--- src/rtl/seven_seg_pkg.sv ---
// Shared constants for the 7-segment receive path: active-low segment
// patterns (abcdefgh, bit 7 = a, bit 0 = dp), symbol codes and sample helpers.
package seven_seg_pkg;

   // Hex digits, dp dark (bit 0 = 1)
   localparam logic [7:0] PAT_0 = 8'b00000011;
   localparam logic [7:0] PAT_1 = 8'b10011111;
   localparam logic [7:0] PAT_2 = 8'b00100101;
   localparam logic [7:0] PAT_3 = 8'b00001101;
   localparam logic [7:0] PAT_4 = 8'b10011001;
   localparam logic [7:0] PAT_5 = 8'b01001001;
   localparam logic [7:0] PAT_6 = 8'b01000001;
   localparam logic [7:0] PAT_7 = 8'b00011111;
   localparam logic [7:0] PAT_8 = 8'b00000001;
   localparam logic [7:0] PAT_9 = 8'b00001001;
   localparam logic [7:0] PAT_A = 8'b00010001;
   localparam logic [7:0] PAT_B = 8'b11000001;
   localparam logic [7:0] PAT_C = 8'b01100011;
   localparam logic [7:0] PAT_D = 8'b10000101;
   localparam logic [7:0] PAT_E = 8'b01100001;
   localparam logic [7:0] PAT_F = 8'b01110001;

   // Letters; C and E share the hex shapes, I shares the shape of 1
   localparam logic [7:0] PAT_LET_C = PAT_C;
   localparam logic [7:0] PAT_LET_E = PAT_E;
   localparam logic [7:0] PAT_H     = 8'b11010001;
   localparam logic [7:0] PAT_I     = PAT_1;
   localparam logic [7:0] PAT_P     = 8'b00110001;
   localparam logic [7:0] PAT_BLANK = 8'b11111111;

   localparam logic [4:0] SYM_BLANK   = 5'h10;
   localparam logic [4:0] SYM_H       = 5'h11;
   localparam logic [4:0] SYM_P       = 5'h12;
   localparam logic [4:0] SYM_UNKNOWN = 5'h1F;

   typedef enum logic [1:0] {
      CLS_IDLE,
      CLS_SINGLE,
      CLS_MULTI
   } sample_cls_e;

   // Classify a sampled digit-enable word by how many enables are active (low)
   function automatic sample_cls_e classify(input logic [3:0] dig);
      case ($countones(~dig))
         0:       return CLS_IDLE;
         1:       return CLS_SINGLE;
         default: return CLS_MULTI;
      endcase
   endfunction

   // Index of the active-low enable; only meaningful for a SINGLE sample
   function automatic logic [1:0] dig_pos(input logic [3:0] dig);
      logic [1:0] p;
      p = 2'd0;
      for (int i = 0; i < 4; i++)
         if (!dig[i]) p = 2'(i);
      return p;
   endfunction

endpackage

--- src/rtl/seven_seg_capture_if.sv ---
// Bus between the multiplexed display lines and the capture monitor.
interface seven_seg_capture_if;
   logic [7:0]  abcdefgh;
   logic [3:0]  digit;
   logic [19:0] sym;
   logic [3:0]  dp;
   logic [3:0]  valid;
   logic        update;
   logic        collision;

   modport master (
      output abcdefgh, digit,
      input  sym, dp, valid, update, collision
   );

   modport slave (
      input  abcdefgh, digit,
      output sym, dp, valid, update, collision
   );
endinterface

--- src/rtl/seven_seg_decode.sv ---
// Combinational map of an active-low a..g pattern to a 5-bit symbol code.
// The dp bit is not part of the input; unknown shapes give SYM_UNKNOWN.
module seven_seg_decode
   import seven_seg_pkg::*;
(
   input  logic [6:0] seg_n,
   output logic [4:0] code
);

   // Pattern lookup; the letter I has the same shape as 1 and so shares code 1
   always_comb begin
      code = SYM_UNKNOWN;
      case (seg_n)
         PAT_0[7:1]:     code = 5'h00;
         PAT_I[7:1]:     code = 5'h01;
         PAT_2[7:1]:     code = 5'h02;
         PAT_3[7:1]:     code = 5'h03;
         PAT_4[7:1]:     code = 5'h04;
         PAT_5[7:1]:     code = 5'h05;
         PAT_6[7:1]:     code = 5'h06;
         PAT_7[7:1]:     code = 5'h07;
         PAT_8[7:1]:     code = 5'h08;
         PAT_9[7:1]:     code = 5'h09;
         PAT_A[7:1]:     code = 5'h0A;
         PAT_B[7:1]:     code = 5'h0B;
         PAT_LET_C[7:1]: code = 5'h0C;
         PAT_D[7:1]:     code = 5'h0D;
         PAT_LET_E[7:1]: code = 5'h0E;
         PAT_F[7:1]:     code = 5'h0F;
         PAT_H[7:1]:     code = SYM_H;
         PAT_P[7:1]:     code = SYM_P;
         PAT_BLANK[7:1]: code = SYM_BLANK;
         default:        code = SYM_UNKNOWN;
      endcase
   end

endmodule

--- src/rtl/seven_seg_capture.sv ---
// Receive-side monitor for the multiplexed 7-segment bus. A single-digit
// pattern must be seen for STABLE_CYCLES identical samples before it is
// decoded and latched into its position; one capture per stable run.
module seven_seg_capture
   import seven_seg_pkg::*;
#(
   parameter int STABLE_CYCLES = 4   // legal 2..255
)
(
   input  logic               clk,
   input  logic               reset_n,
   seven_seg_capture_if.slave bus
);

   localparam logic [7:0] RUN_MAX = 8'(STABLE_CYCLES);
   localparam logic [7:0] RUN_CAP = 8'(STABLE_CYCLES - 1);

   logic [7:0]       s_seg, p_seg;
   logic [3:0]       s_dig, p_dig;
   logic [7:0]       run_cnt, run_nxt;
   sample_cls_e      cls;
   logic             same, capture, changed, new_dp;
   logic [1:0]       pos;
   logic [4:0]       dec_code;
   logic [3:0][4:0]  sym_q;
   logic [3:0]       dp_q, valid_q;
   logic             update_q, collision_q;

   assign cls    = classify(s_dig);
   assign pos    = dig_pos(s_dig);
   assign same   = ({s_seg, s_dig} == {p_seg, p_dig});
   assign new_dp = ~s_seg[0];

   seven_seg_decode u_dec (
      .seg_n (s_seg[7:1]),
      .code  (dec_code)
   );

   assign changed = !valid_q[pos] || (sym_q[pos] != dec_code) || (dp_q[pos] != new_dp);

   // Input sampling plus one-deep history used for the stability compare
   always_ff @(posedge clk or negedge reset_n) begin
      if (!reset_n) begin
         s_seg <= 8'hFF;
         s_dig <= 4'hF;
         p_seg <= 8'hFF;
         p_dig <= 4'hF;
      end else begin
         s_seg <= bus.abcdefgh;
         s_dig <= bus.digit;
         p_seg <= s_seg;
         p_dig <= s_dig;
      end
   end

   // Run length of identical SINGLE samples; capture on the step to the limit
   always_comb begin
      run_nxt = 8'd0;
      capture = 1'b0;
      if (cls == CLS_SINGLE) begin
         if (!same)
            run_nxt = 8'd1;
         else if (run_cnt < RUN_MAX)
            run_nxt = run_cnt + 8'd1;
         else
            run_nxt = run_cnt;
         capture = same && (run_cnt == RUN_CAP);
      end
   end

   // Run counter register
   always_ff @(posedge clk or negedge reset_n) begin
      if (!reset_n) run_cnt <= 8'd0;
      else          run_cnt <= run_nxt;
   end

   // Per-position symbol store and status flags
   always_ff @(posedge clk or negedge reset_n) begin
      if (!reset_n) begin
         sym_q       <= {4{SYM_BLANK}};
         dp_q        <= 4'h0;
         valid_q     <= 4'h0;
         update_q    <= 1'b0;
         collision_q <= 1'b0;
      end else begin
         if (capture) begin
            sym_q[pos]   <= dec_code;
            dp_q[pos]    <= new_dp;
            valid_q[pos] <= 1'b1;
         end
         update_q    <= capture && changed;
         collision_q <= (cls == CLS_MULTI);
      end
   end

   assign bus.sym       = sym_q;
   assign bus.dp        = dp_q;
   assign bus.valid     = valid_q;
   assign bus.update    = update_q;
   assign bus.collision = collision_q;

endmodule
--- src/flat_wrapper.sv ---
// flat-port wrapper written by rule: the top's interface ports become plain ports
module seven_seg_capture_flat import seven_seg_pkg::*;
#(
   parameter int STABLE_CYCLES = 4                  
)
  (clk, reset_n, bus_abcdefgh, bus_digit, bus_sym, bus_dp, bus_valid, bus_update, bus_collision);
  seven_seg_capture_if bus_i ();
  input  logic clk;
  input  logic reset_n;
  input wire logic [$bits(bus_i.abcdefgh)-1:0] bus_abcdefgh;
  input wire logic [$bits(bus_i.digit)-1:0] bus_digit;
  output wire logic [$bits(bus_i.sym)-1:0] bus_sym;
  output wire logic [$bits(bus_i.dp)-1:0] bus_dp;
  output wire logic [$bits(bus_i.valid)-1:0] bus_valid;
  output wire logic [$bits(bus_i.update)-1:0] bus_update;
  output wire logic [$bits(bus_i.collision)-1:0] bus_collision;
  assign bus_i.abcdefgh = bus_abcdefgh;
  assign bus_i.digit = bus_digit;
  assign bus_sym = bus_i.sym;
  assign bus_dp = bus_i.dp;
  assign bus_valid = bus_i.valid;
  assign bus_update = bus_i.update;
  assign bus_collision = bus_i.collision;
  seven_seg_capture #(.STABLE_CYCLES(STABLE_CYCLES)) u_core (.clk(clk), .reset_n(reset_n), .bus(bus_i));
endmodule
--- config.mk ---
export PLATFORM = sky130hd
export DESIGN_NAME = seven_seg_capture_flat
export DESIGN_NICKNAME = d
export VERILOG_FILES = /design/src/rtl/seven_seg_pkg.sv /design/src/rtl/seven_seg_capture_if.sv /design/src/rtl/seven_seg_decode.sv /design/src/rtl/seven_seg_capture.sv /design/src/flat_wrapper.sv
export SDC_FILE = /design/constraint.sdc
export NUM_CORES = 1
export LEC_CHECK = 0
export BUFFER_PORTS_ARGS = -buffer_cell sky130_fd_sc_hd__buf_4
export CAP_MARGIN = 20
export CORE_ASPECT_RATIO = 1.5
export CORE_UTILIZATION = 40
export DETAILED_ROUTE_END_ITERATION = 16
export PLACE_DENSITY = 0.59
export SYNTH_ARGS = -nofsm -noshare
export SYNTH_HDL_FRONTEND = slang
export SYNTH_SLANG_ARGS = --single-unit
--- constraint.sdc ---
create_clock -name clk -period 3.9 [get_ports clk]
set_clock_uncertainty 0.05 [all_clocks]
set_input_delay 0.195 -clock clk [delete_from_list [all_inputs] [get_ports clk]]
set_output_delay 0.195 -clock clk [all_outputs]
set_load 0.05 [all_outputs]
# Yosys cells after proc, flatten, opt, wreduce, memory -nomap -nowiden
# Cells that the tools add are included.
[totals]
regBits = 62
inputBits = 14
[op_classes]
addsub = 4
order_cmp = 3
n_eq_ne = 26
n_mux = 21
n_bitwise = 3
reduce_logical = 8
[ops]
columns = ["op", "count"]
rows = [
  ["5-bit case mux with 19 select lines", 1],
  ["7-bit equality test (second input constant)", 6],
  ["7-bit by 6-bit equality test with 1-bit output (second input constant)", 5],
  ["32-bit adder", 1],
  ["32-bit by 1-bit equality test with 1-bit output (second input constant)", 1],
  ["32-bit logical NOT", 1],
  ["8-bit two-way mux", 3],
  ["20-bit bitwise mux", 1],
  ["7-bit by 3-bit equality test with 1-bit output (second input constant)", 2],
  ["7-bit by 4-bit equality test with 1-bit output (second input constant)", 2],
  ["7-bit by 5-bit equality test with 1-bit output (second input constant)", 2],
  ["12-bit equality test", 1],
  ["5-bit binary-select mux with 2-bit select", 1],
  ["5-bit demux with 2-bit select", 1],
  ["5-bit two-way mux", 2],
  ["8-bit by 1-bit adder with 8-bit output (second input constant)", 1],
  ["8-bit by 2-bit equality test with 1-bit output (second input constant)", 1],
  ["8-bit by 3-bit < comparator with 1-bit output (second input constant)", 1],
  ["7-bit by 1-bit equality test with 1-bit output (second input constant)", 1],
  ["7-bit logical NOT", 1],
  ["1-bit two-way mux", 5],
  ["5-bit != test", 1],
  ["1-bit by 1-bit adder with 2-bit output", 2],
  ["1-bit binary-select mux with 2-bit select", 2],
  ["other kinds (16)", 20],
]

# Depth between registers and ports, before layout
# Gate-level depths: netlist of the first run.
[logic_depth]
ltp_word = 9
ltp_mapped = 12
depth_no_buf = 11

# By module
# A second synthesis of the first run with hierarchy kept.
[unflattened]
hier_cells = 276
area_unflattened_um2 = 3190.6
[modules_own_cells]
columns = ["module", "n_inst", "cells_each", "area_per_inst_um2"]
rows = [
  ["seven_seg_capture", 1, 204, 2706.3],
  ["seven_seg_decode", 1, 72, 484.2],
]

# Least setup slack after synthesis of the first run
# OpenSTA, ideal clock, no wires.
[synth_timing]
path_kind = "flip-flop to flip-flop"
startpoint = "register u_core.s_dig[2]"
endpoint = "register u_core.sym_q, in the netlist u_core.bus.sym[0]"
setup_time_ps = 128
arrival_ps = 2946
path_slack_ps = 776
stages_incl_launch_ff = 12
path_buffers = 1
synth_period_minus_slack_ps = 3124
cell_sequence = "dfstp_2 inv_1 ha_1 ha_1 fa_1 nor2_1 nand2_1 nor4_4 nand3_4 or3b_1 buf_6 mux2_1"
[synth_via]
elab_chain_cells = 7
word_cells_on_any_way = 18
[synth_rtl]
columns = ["item", "line_no", "rtl"]
rows = [
  ["start, declared", "seven_seg_capture.sv:19", "logic [3:0] s_dig, p_dig;"],
  ["start signal, assigned", "seven_seg_capture.sv:50", "s_dig <= bus.digit;"],
  ["4-bit inverter or 2-bit two-way mux (tied branches)", "seven_seg_pkg.sv:44, seven_seg_pkg.sv:56", ""],
  ["1-bit by 1-bit adder with 2-bit output (implied by the code) or 2-bit two-way mux (tied branches)", "seven_seg_pkg.sv:44, seven_seg_pkg.sv:56", ""],
  ["32-bit adder (implied by the code) (tied with other cells)", "seven_seg_pkg.sv:44", "case ($countones(~dig))"],
  ["32-bit by 1-bit equality test with 1-bit output (tied with other cells)", "seven_seg_pkg.sv:44", ""],
  ["2-bit case mux with 2 select lines or 5-bit two-way mux (tied branches)", "seven_seg_pkg.sv:44, seven_seg_capture.sv:87", ""],
  ["2-bit by 1-bit equality test with 1-bit output or 5-bit demux with 2-bit select (tied branches)", "-", ""],
  ["1-bit two-way mux or 20-bit bitwise mux (tied branches)", "seven_seg_capture.sv:60, seven_seg_capture.sv:87", ""],
  ["end signal, assigned", "seven_seg_capture.sv:80", "sym_q <= {4{SYM_BLANK}};"],
  ["end signal, assigned by index", "seven_seg_capture.sv:87", "sym_q[pos] <= dec_code;"],
  ["end, declared", "seven_seg_capture.sv:25", "logic [3:0][4:0] sym_q;"],
]
# Several ways; a longest one is shown, not always the timed one.
# A chain may end at the register's enable or synchronous reset.

# Worst setup path after layout of the first run
[layout_timing]
startpoint = "register u_core.s_dig[2]"
endpoint = "register u_core.sym_q, in the netlist u_core.bus.sym[10]"
# The elaborated chain is that of the path after synthesis.

==> out/summary.log, run 1 <==
[finish] fill count 672
[sta] setup repair after global routing missed its margin false
[route] detailed-route via count 2142
[route] mean routed wirelength per cell 16.1 microns
[finish] share of layout cells above drive strength 1 0.381
[synth] Primary FF master, synth dfrtp_1
[synth] Synth top area share 0.274
[die] die footprint 8110 sq um
[sta] Setup TNS 0 ns
[global_routing] number of global-route vias before repair 2149
[pwr] Total Power Consumption 1.70 mW
[critical_path] reg-to-reg slack, setup 0.32 ns
[clocking] number of H-tree levels 3
[pwr] Worst VDD drop 370 uV
[placement] last weighted congestion value of the routability-driven placer 0.803
[pwr] Pwr per Cell Area 431 nW/um^2
[clocking] Max clock buf depth 2
[sta] max-slew violation count 0
[critical_path] start point of the critical path u_core.s_dig[2]
[synth] Synth Cell Area 3100 sq um
[critical_path] crit path capture u_core.bus.sym[10]
[critical_path] maximum fanout along the worst path 8
[placement] DP HPWL 4690 microns
[critical_path] count of cells along the worst register-to-register path 10
[critical_path] capture point of the worst reg-to-reg path u_core.bus.sym[10]
[global_routing] first-pass GRT wire length 11100 microns
[synth] number of warnings printed during yosys synthesis 0
[finish] commonest non-fill, non-tap cell in the layout buf_4
[sta] highest clock rate 280 MHz
[min_path] path class of the lowest-slack min-delay path register to register
[critical_path] Worst EP arrival 3.73 ns
[route] count of unresolved DRC violations after routing 0
[critical_path] required arrival time at the worst endpoint 4.06 ns
[die] row count 39
[synth] cell accounting for the most synthesized area dfrtp_1
[finish] count of inserted antenna diode cells 0
[clocking] clk sinks 62
[synth] synthesis-stage register bit count 62
[global_routing] total congestion overflow after global routing 0
[synth] sequential share of the synthesized area 0.512
[synth] number of enable flip-flop cells after synthesis 0
[sta] Hold Vio Cnt, Final 0
[pwr] Pleak 1.76 nW
[clocking] TritonCTS clock tree yes
[placement] # port buffers 43
[finish] # nets final 325
[clocking] hold bufs inserted after CTS 13
[critical_path] Critical R2R Launch u_core.s_dig[2]
[critical_path] Critical Setup Path Class register to register
[critical_path] kind of launch point of the worst setup path register
[route] vias per cell 5.20
[finish] Layout area overhead 27.1%
[sta] final critical-path share of the clock period 0.917
[sta] final critical path time including I/O delays and setup 3.58 ns
[finish] share of the core filled with cells 0.521
[clocking] cts bufs inserted 9
[critical_path] critical path capture point type register
[sta] Slew HR 0.469
[clocking] clock tree root driver cell clkbuf_16
[sta] slew of the pin with the lowest slew margin 0.794 ns
[sta] final setup violation count 0
[synth] cell count after synthesis 249
[finish] most frequent cells in the layout buf_4, dfrtp_1, dfstp_2
[job] max-cap violation count 0
[synth] fraction of registers with async set or reset after synthesis 1.00
[clocking] worst-skew pair later-pin latency 0.32 ns
[die] I/O pins 44
[route] TritonRoute pass-1 iters 4
[global_routing] Total GRT Usage 0.188
[route] iteration-0 DRC count of the detailed router 135
[die] initial cell density of the core 0.410
[die] die boundary width 73.9 microns
[clocking] setup fix buffers added after clock tree synthesis 0
[route] Post-Route WL 6640 microns
[sta] Final Hold Slack 0.331 ns
[synth] largest cells by area after synthesis dfrtp_1, dfstp_2, mux4_2
[route] Antenna Nets Post-Route 0
[global_routing] antenna violations before repair 0
[run_status] run status finished clean
[clocking] clock-pin slew reported for the worst setup and hold paths after clock tree synthesis 0.06 ns
[global_routing] largest net degree at the start of global routing 63
[clocking] post-CTS sizing 0
[die] DIE HEIGHT 110 microns
[synth] net count of the mapped netlist 269
[synth] post-synthesis cell type count 58
[synth] mean area per synthesized cell 12.5 sq um
[die] core area 7560 sq um
sequential cells by signal (all words and copies together) (netlist names):
signal	count
u_core.bus.sym	20
u_core.p_seg	8
u_core.p_dig	4
u_core.s_dig	4
u_core.bus.collision	1
u_core.bus.dp	4
u_core.run_cnt	8
u_core.bus.valid	4
u_core.s_seg	8
u_core.bus.update	1
power breakdown:
part / switching (mW) / internal (mW)
clock network: 0.303 / 0.567
registers: 0.0275 / 0.672
logic: 0.0701 / 0.0580
per-layer routing:
metal	wire length, microns	global-route usage	up-vias
met5	0	0	-
met4	63	0.0673	0
met3	254	0.0440	5
met2	3320	0.310	56
met1	3000	0.241	1063
li1	-	-	1018
per-stage QoR:
stage               setup WS [ns]  instance area, sq um  std cells
CTS                         0.282                  3940        412
finish                      0.323                  3940        412
global placement            0.315                  3480        383
floorplan                   0.776                  3100        249
global route               0.0535                  3940        412
detailed placement          0.296                  3480        383
synth_stat cells (2+ instances only):
cell type / count
and2_1: 7
ha_1: 5
nor3b_1: 3
buf_2: 6
nor3_1: 2
or2_2: 3
dfstp_2: 28
a31oi_1: 4
a311oi_1: 2
nand3_1: 6
nand2_1: 7
dfrtp_1: 34
a21oi_1: 6
mux2i_1: 3
inv_1: 10
clkbuf_1: 3
mux2_2: 8
o311a_1: 2
mux2_1: 10
xor2_1: 2
nand4_1: 5
or3_1: 3
and4_1: 2
nor2_1: 12
nor2b_1: 7
o21ai_0: 8
a32oi_1: 4
buf_6: 4
mux4_2: 7
xnor2_1: 15
nand2b_1: 4
how the worst min path moves through the flow:
stage                          startpoint              endpoint  cells after the start
after detailed placement     bus_digit[3]       u_core.s_dig[3]                      1
after floorplan                   reset_n  u_core.bus.collision                      0
after CTS                 u_core.s_dig[1]       u_core.p_dig[1]                      0
after global routing      u_core.s_dig[1]       u_core.p_dig[1]                      0
after global placement       bus_digit[1]       u_core.s_dig[1]                      1
final                     u_core.s_dig[0]       u_core.p_dig[0]                      0
worst max-delay path, cell delays in order (launching register included):
cell and delay (ns):
dfstp_2 0.57, inv_1 0.06, ha_1 0.29, ha_1 0.21, fa_1 0.42, nor2_1 0.14, nand2_1 0.13, nor4_4 0.35
nand3_4 0.15, nor3b_2 0.68, mux2_2 0.41
final cells by class:
class / instances / area (sq um) / area share
clock buffer: 9 / 225 / 0.0572
clock inverter: 7 / 105 / 0.0267
inverter: 11 / 41.3 / 0.0105
multi-input combinational: 163 / 1390 / 0.352
sequential: 62 / 1590 / 0.403
tap: 102 / 128 / 0.0324
timing repair buffer: 58 / 468 / 0.119
kinds of logic after synthesis:
logic type	after synthesis	share of synthesized area
buffers and inverters	24	0.0412
DFF	62	0.512
AOI/OAI and AO/OA	37	0.0839
muxes	28	0.126
xor gates and xnor gates	18	0.0533
and+or+nand+nor	74	0.157
adders and majority gates	6	0.0266
No activity file was read; power rests on OpenSTA's default activity.
==> inputs of run 2 (changes only) <==
MAX_ROUTING_LAYER = met4   (was not set)
RECOVER_POWER = 50   (was not set)
==> run 2 against run 1 <==
Worst hold slack better by 0.0095 ns. Count of clock-buffer cells in the layout did not move. Via count fell by 0.51%. Die area unchanged. Non-clock buffer count did not move. Routed wire length shrank 0.45%. Design area shrank 1.0%. Sequential share of layout area up 0.41 points. Utilization shrank 0.53 points. Critical path depth unchanged. Critical path type unchanged. Highest routed layer unchanged.
==> out/summary.log, run 2 (synthesized netlist as in run 1, its figures left out) <==
[finish] # nets final 325
[clocking] TritonCTS clock tree yes
[critical_path] critical path capture point type register
[die] die footprint 8110 sq um
[sta] Hold Vio Cnt, Final 0
[min_path] path class of the lowest-slack min-delay path register to register
[finish] count of inserted antenna diode cells 0
[sta] Slew HR 0.00850
[pwr] Worst VDD drop 370 uV
[critical_path] required arrival time at the worst endpoint 4.06 ns
[pwr] switching share of total power 0.237
[finish] commonest non-fill, non-tap cell in the layout dfrtp_1
[global_routing] Total GRT Usage 0.193
[pwr] combinational group share of total power 0.074
[finish] FF/Latch Area 1590 sq um
[finish] share of layout cells above drive strength 1 0.316
[finish] total non-filler cell area in the finished layout 3900 sq um
[placement] # port buffers 43
[global_routing] antenna violations before repair 0
[critical_path] WP depth 10
[critical_path] start point of the critical path u_core.s_dig[2]
[clocking] clock tree root driver cell clkbuf_16
[sta] setup repair after global routing missed its margin false
[clocking] clock-pin slew reported for the worst setup and hold paths after clock tree synthesis 0.06 ns
[global_routing] total congestion overflow after global routing 0
[placement] last weighted congestion value of the routability-driven placer 0.815
[critical_path] series of cell instances along the critical path inv_1 > ha_1 > ha_1 > fa_1 > nor2_1 > nand2_1 > nor4_4 > nand3_4 > nor3b_2 > mux2_2
[sta] Setup TNS 0 ns
[critical_path] cell family with most CP delay simple AND/OR/NAND/NOR gates
[sta] slew of the pin with the lowest slew margin 1.49 ns
[clocking] Max clock buf depth 2
[die] core area 7560 sq um
[route] Post-Route WL 6610 microns
[die] I/O pins 44
[critical_path] master of the slowest instance on the critical path nor3b_2
[sta] highest clock rate 280 MHz
[placement] total cell area at the placement stage 3480 sq um
[pwr] Pleak 1.71 nW
[critical_path] count of cells along the worst register-to-register path 10
[clocking] cts bufs inserted 9
[critical_path] maximum fanout along the worst path 8
[pwr] Clock power frac 0.515
[global_routing] first-pass GRT wire length 11100 microns
[critical_path] most used cell along the critical path ha_1
[clocking] number of H-tree levels 3
[critical_path] kind of launch point of the worst setup path register
[critical_path] combined buffer and inverter count along the critical path 1
[route] TritonRoute pass-1 iters 4
[critical_path] CP peak stage delay 0.67 ns
[pwr] internal power summed over all cells 1.29 mW
[critical_path] Critical Setup Path Class register to register
[critical_path] reg-to-reg slack, setup 0.33 ns
[die] initial cell density of the core 0.410
[pwr] Pwr per Cell Area 434 nW/um^2
[route] iteration-0 DRC count of the detailed router 182
[finish] Layout area overhead 25.8%
[critical_path] Critical R2R Launch u_core.s_dig[2]
[die] DIE HEIGHT 110 microns
[finish] most frequent cells in the layout dfrtp_1, buf_4, dfstp_2
[pwr] power spent charging and discharging nets 0.402 mW
[route] count of unresolved DRC violations after routing 0
[critical_path] capture point of the worst reg-to-reg path u_core.bus.sym[10]
[finish] number of flip-flops in the largest register 20
[job] max-cap violation count 0
[route] vias per cell 5.17
[global_routing] largest net degree at the start of global routing 63
[critical_path] crit path capture u_core.bus.sym[10]
[global_routing] number of global-route vias before repair 2155
[sta] max-slew violation count 0
[critical_path] Worst EP arrival 3.73 ns
[finish] area occupied by multi-input gates 1390 sq um
[route] Antenna Nets Post-Route 0
[clocking] worst-skew pair later-pin latency 0.33 ns
[route] mean routed wirelength per cell 16.0 microns
[finish] fill count 679
[pwr] sequential share of power 0.411
[clocking] clk sinks 62
[sta] final critical path time including I/O delays and setup 3.57 ns
[sta] final critical-path share of the clock period 0.916
[route] detailed-route via count 2131
[die] row count 39
[placement] DP HPWL 4690 microns
[die] die boundary width 73.9 microns
[run_status] run status finished clean
[sta] final setup violation count 0
[run 2: repair_timing]
action                    in CTS  in global routing
resized for setup              0                  0
hold endpoints to repair      46                  0
setup buffers                  0                  0
hold buffers                  13                  0
[run 2: how the worst min path moves through the flow]
stage                    start              endpoint  cells after the start
6_report       u_core.s_dig[3]       u_core.p_dig[3]                      0
5_1_grt        u_core.s_dig[3]       u_core.p_dig[3]                      0
4_1_cts        u_core.s_dig[1]       u_core.p_dig[1]                      0
3_5_place_dp      bus_digit[3]       u_core.s_dig[3]                      1
3_3_place_gp      bus_digit[1]       u_core.s_dig[1]                      1
2_1_floorplan          reset_n  u_core.bus.collision                      0
[run 2: stage by stage]
stage	power, mW	setup WS, ns	hold slack [ns]	util	instances
after floorplan	0.783	0.776	-0.151	-	249
after global placement	0.829	0.315	0.253	0.460	383
after detailed placement	0.829	0.296	0.254	0.460	383
after CTS	1.72	0.282	0.333	0.521	412
after global routing	1.76	0.0524	0.351	0.516	412
final	1.69	0.329	0.341	0.516	412
[run 2: final cells by class]
type,instances,area share
Tap cell,102,0.0327
Inverter,11,0.0106
Timing Repair Buffer,58,0.110
Sequential cell,62,0.407
Clock inverter,7,0.0269
Multi-Input combinational cell,163,0.355
Clock buffer,9,0.0577
[run 2: power groups by stage]
stage	clock network, mW	logic (mW)	registers [mW]
CTS	0.888	0.130	0.700
finish	0.872	0.125	0.697
detailed placement	0	0.119	0.710
global placement	0	0.119	0.710
floorplan	0	0.0826	0.701
global route	0.917	0.141	0.701
[run 2: metal layers]
layer / vias to the layer above / routed length [microns] / GRT usage
li1: 1016 / - / -
met1: 1054 / 2920 / 0.240
met2: 54 / 3360 / 0.311
met3: 7 / 255 / 0.0385
met4: 0 / 75 / 0.0714
met5: - / 0 / -
==> inputs of run 3 (changes only) <==
CORE_MARGIN = 10   (was not set)
RECOVER_POWER = 25   (was 50)
==> run 3 against run 2 <==
Die area increased by 45%. Power is 0.50% higher. Global-route usage fell by 6.1 points. Setup slack gained 0.076 ns. Critical path depth unchanged. Critical endpoint is now u_core.bus.sym[18].
==> out/summary.log, run 3 (synthesized netlist as in run 1, its figures left out) <==
[pwr] Pleak 1.76 nW
[critical_path] critical path capture point type register
[placement] last weighted congestion value of the routability-driven placer 0.797
[route] TritonRoute pass-1 iters 4
[critical_path] required arrival time at the worst endpoint 4.06 ns
[route] mean routed wirelength per cell 17.2 microns
[route] Antenna Nets Post-Route 0
[die] die footprint 11700 sq um
[finish] # nets final 326
[finish] share of layout cells above drive strength 1 0.350
[run_status] run status finished clean
[sta] slew of the pin with the lowest slew margin 1.49 ns
[clocking] Max clock buf depth 2
[critical_path] most used cell along the critical path ha_1
[clocking] worst-skew pair later-pin latency 0.33 ns
[clocking] clock-pin slew reported for the worst setup and hold paths after clock tree synthesis 0.06 ns
[pwr] internal power summed over all cells 1.30 mW
[sta] Hold Vio Cnt, Final 0
[global_routing] Total GRT Usage 0.132
[global_routing] largest net degree at the start of global routing 63
[clocking] cts bufs inserted 9
[pwr] Pwr per Cell Area 432 nW/um^2
[critical_path] series of cell instances along the critical path inv_1 > ha_1 > ha_1 > fa_1 > nor2_1 > nand2_1 > nor4_4 > nand3_4 > nor3_2 > mux2_2
[placement] DP HPWL 5010 microns
[clocking] clk sinks 62
[placement] # port buffers 43
[critical_path] maximum fanout along the worst path 8
[global_routing] number of global-route vias before repair 2306
[die] I/O pins 44
[die] core area 7610 sq um
[job] max-cap violation count 0
[finish] number of flip-flops in the largest register 20
[sta] final setup violation count 0
[pwr] combinational group share of total power 0.076
[sta] post-route setup slack 0.405 ns
[critical_path] CP peak stage delay 0.60 ns
[die] DIE HEIGHT 128 microns
[route] vias per cell 5.20
[min_path] path class of the lowest-slack min-delay path register to register
[finish] fill count 701
[route] count of unresolved DRC violations after routing 0
[pwr] Worst VDD drop 317 uV
[finish] Layout area overhead 27.2%
[sta] final critical-path share of the clock period 0.896
[critical_path] combined buffer and inverter count along the critical path 1
[finish] count of inserted antenna diode cells 0
[sta] Slew HR 0.00633
[sta] Setup TNS 0 ns
[pwr] Total Power Consumption 1.70 mW
[sta] final critical path time including I/O delays and setup 3.50 ns
[die] row count 39
[sta] highest clock rate 286 MHz
[pwr] Clock power frac 0.515
[finish] most frequent cells in the layout dfrtp_1, buf_4, dfstp_2
[critical_path] cell family with most CP delay simple AND/OR/NAND/NOR gates
[sta] max-slew violation count 0
[route] Post-Route WL 7100 microns
[clocking] hold bufs inserted after CTS 13
[finish] final std cells w/o fill 413
[critical_path] Worst EP arrival 3.66 ns
[placement] Placed Cells incl. Taps 384
[clocking] number of H-tree levels 3
[global_routing] first-pass GRT wire length 11800 microns
[critical_path] kind of launch point of the worst setup path register
[clocking] post-CTS sizing 0
[critical_path] Critical Setup Path Class register to register
[finish] FF/Latch Area 1590 sq um
[clocking] clock tree root driver cell clkbuf_16
[die] initial cell density of the core 0.407
[clocking] TritonCTS clock tree yes
[finish] commonest non-fill, non-tap cell in the layout dfrtp_1
[placement] post-place setup slack 0.406 ns
[global_routing] total congestion overflow after global routing 0
[critical_path] master of the slowest instance on the critical path nor3_2
[pwr] switching share of total power 0.239
[route] iteration-0 DRC count of the detailed router 110
[finish] area occupied by multi-input gates 1390 sq um
[pwr] sequential share of power 0.409
[die] die boundary width 91.9 microns
[clocking] setup fix buffers added after clock tree synthesis 0
[sta] Final Hold Slack 0.351 ns
[pwr] power spent charging and discharging nets 0.407 mW
[sta] setup repair after global routing missed its margin false
[global_routing] antenna violations before repair 0
[route] detailed-route via count 2148
==> run 3: changes by cell type in the layout (fill, tap and decap cells not counted), sizes merged <==
cell      change
buf          +11
clkbuf       -10
clkinvlp      -1
inv           +1
==> run 3: routing by layer <==
layer,global-route usage,vias up,part of all wire,wire [microns]
li1,-,1017,-,-
met1,0.155,1056,0.44,3100
met2,0.205,65,0.50,3540
met3,0.0363,10,0.041,290
met4,0.0638,0,0.024,172
met5,-,-,0,0
==> run 3: power by group through the flow <==
stage               registers [mW]  clock network (mW)  logic, mW
floorplan                    0.701                   0     0.0826
global placement             0.709                   0      0.121
detailed placement           0.710                   0      0.121
CTS                          0.700               0.894      0.132
global route                 0.701               0.929      0.144
finish                       0.697               0.877      0.129
==> run 3: final cells by class <==
type / count / area share
Timing Repair Buffer: 59 / 0.120
Sequential cell: 62 / 0.402
Inverter: 11 / 0.0105
Clock buffer: 9 / 0.0571
Clock inverter: 7 / 0.0263
Multi-Input combinational cell: 163 / 0.352
Tap cell: 102 / 0.0324
==> run 3: final timing paths <==
| path | slack (ns) | startpoint | endpoint | cells after the start |
|---|---|---|---|---|
| max | 0.40 | u_core.s_dig[3] | u_core.bus.sym[18] | 10 |
| min | 0.35 | u_core.s_dig[1] | u_core.p_dig[1] | 0 |
| max reg2reg | 0.40 | u_core.s_dig[3] | u_core.bus.sym[18] | 10 |
| min reg2reg | 0.35 | u_core.s_dig[1] | u_core.p_dig[1] | 0 |
| max in group asynchronous | 2.19 | reset_n | u_core.bus.update | 2 |
| min in group asynchronous | 0.70 | reset_n | u_core.bus.valid[2] | 2 |
==> run 3: through the flow <==
step | instance area [sq um] | utilization
2_1_floorplan | 3100 | -
6_report | 3940 | 0.518
3_5_place_dp | 3490 | 0.458
4_1_cts | 3950 | 0.518
3_3_place_gp | 3490 | 0.458
5_1_grt | 3940 | 0.518
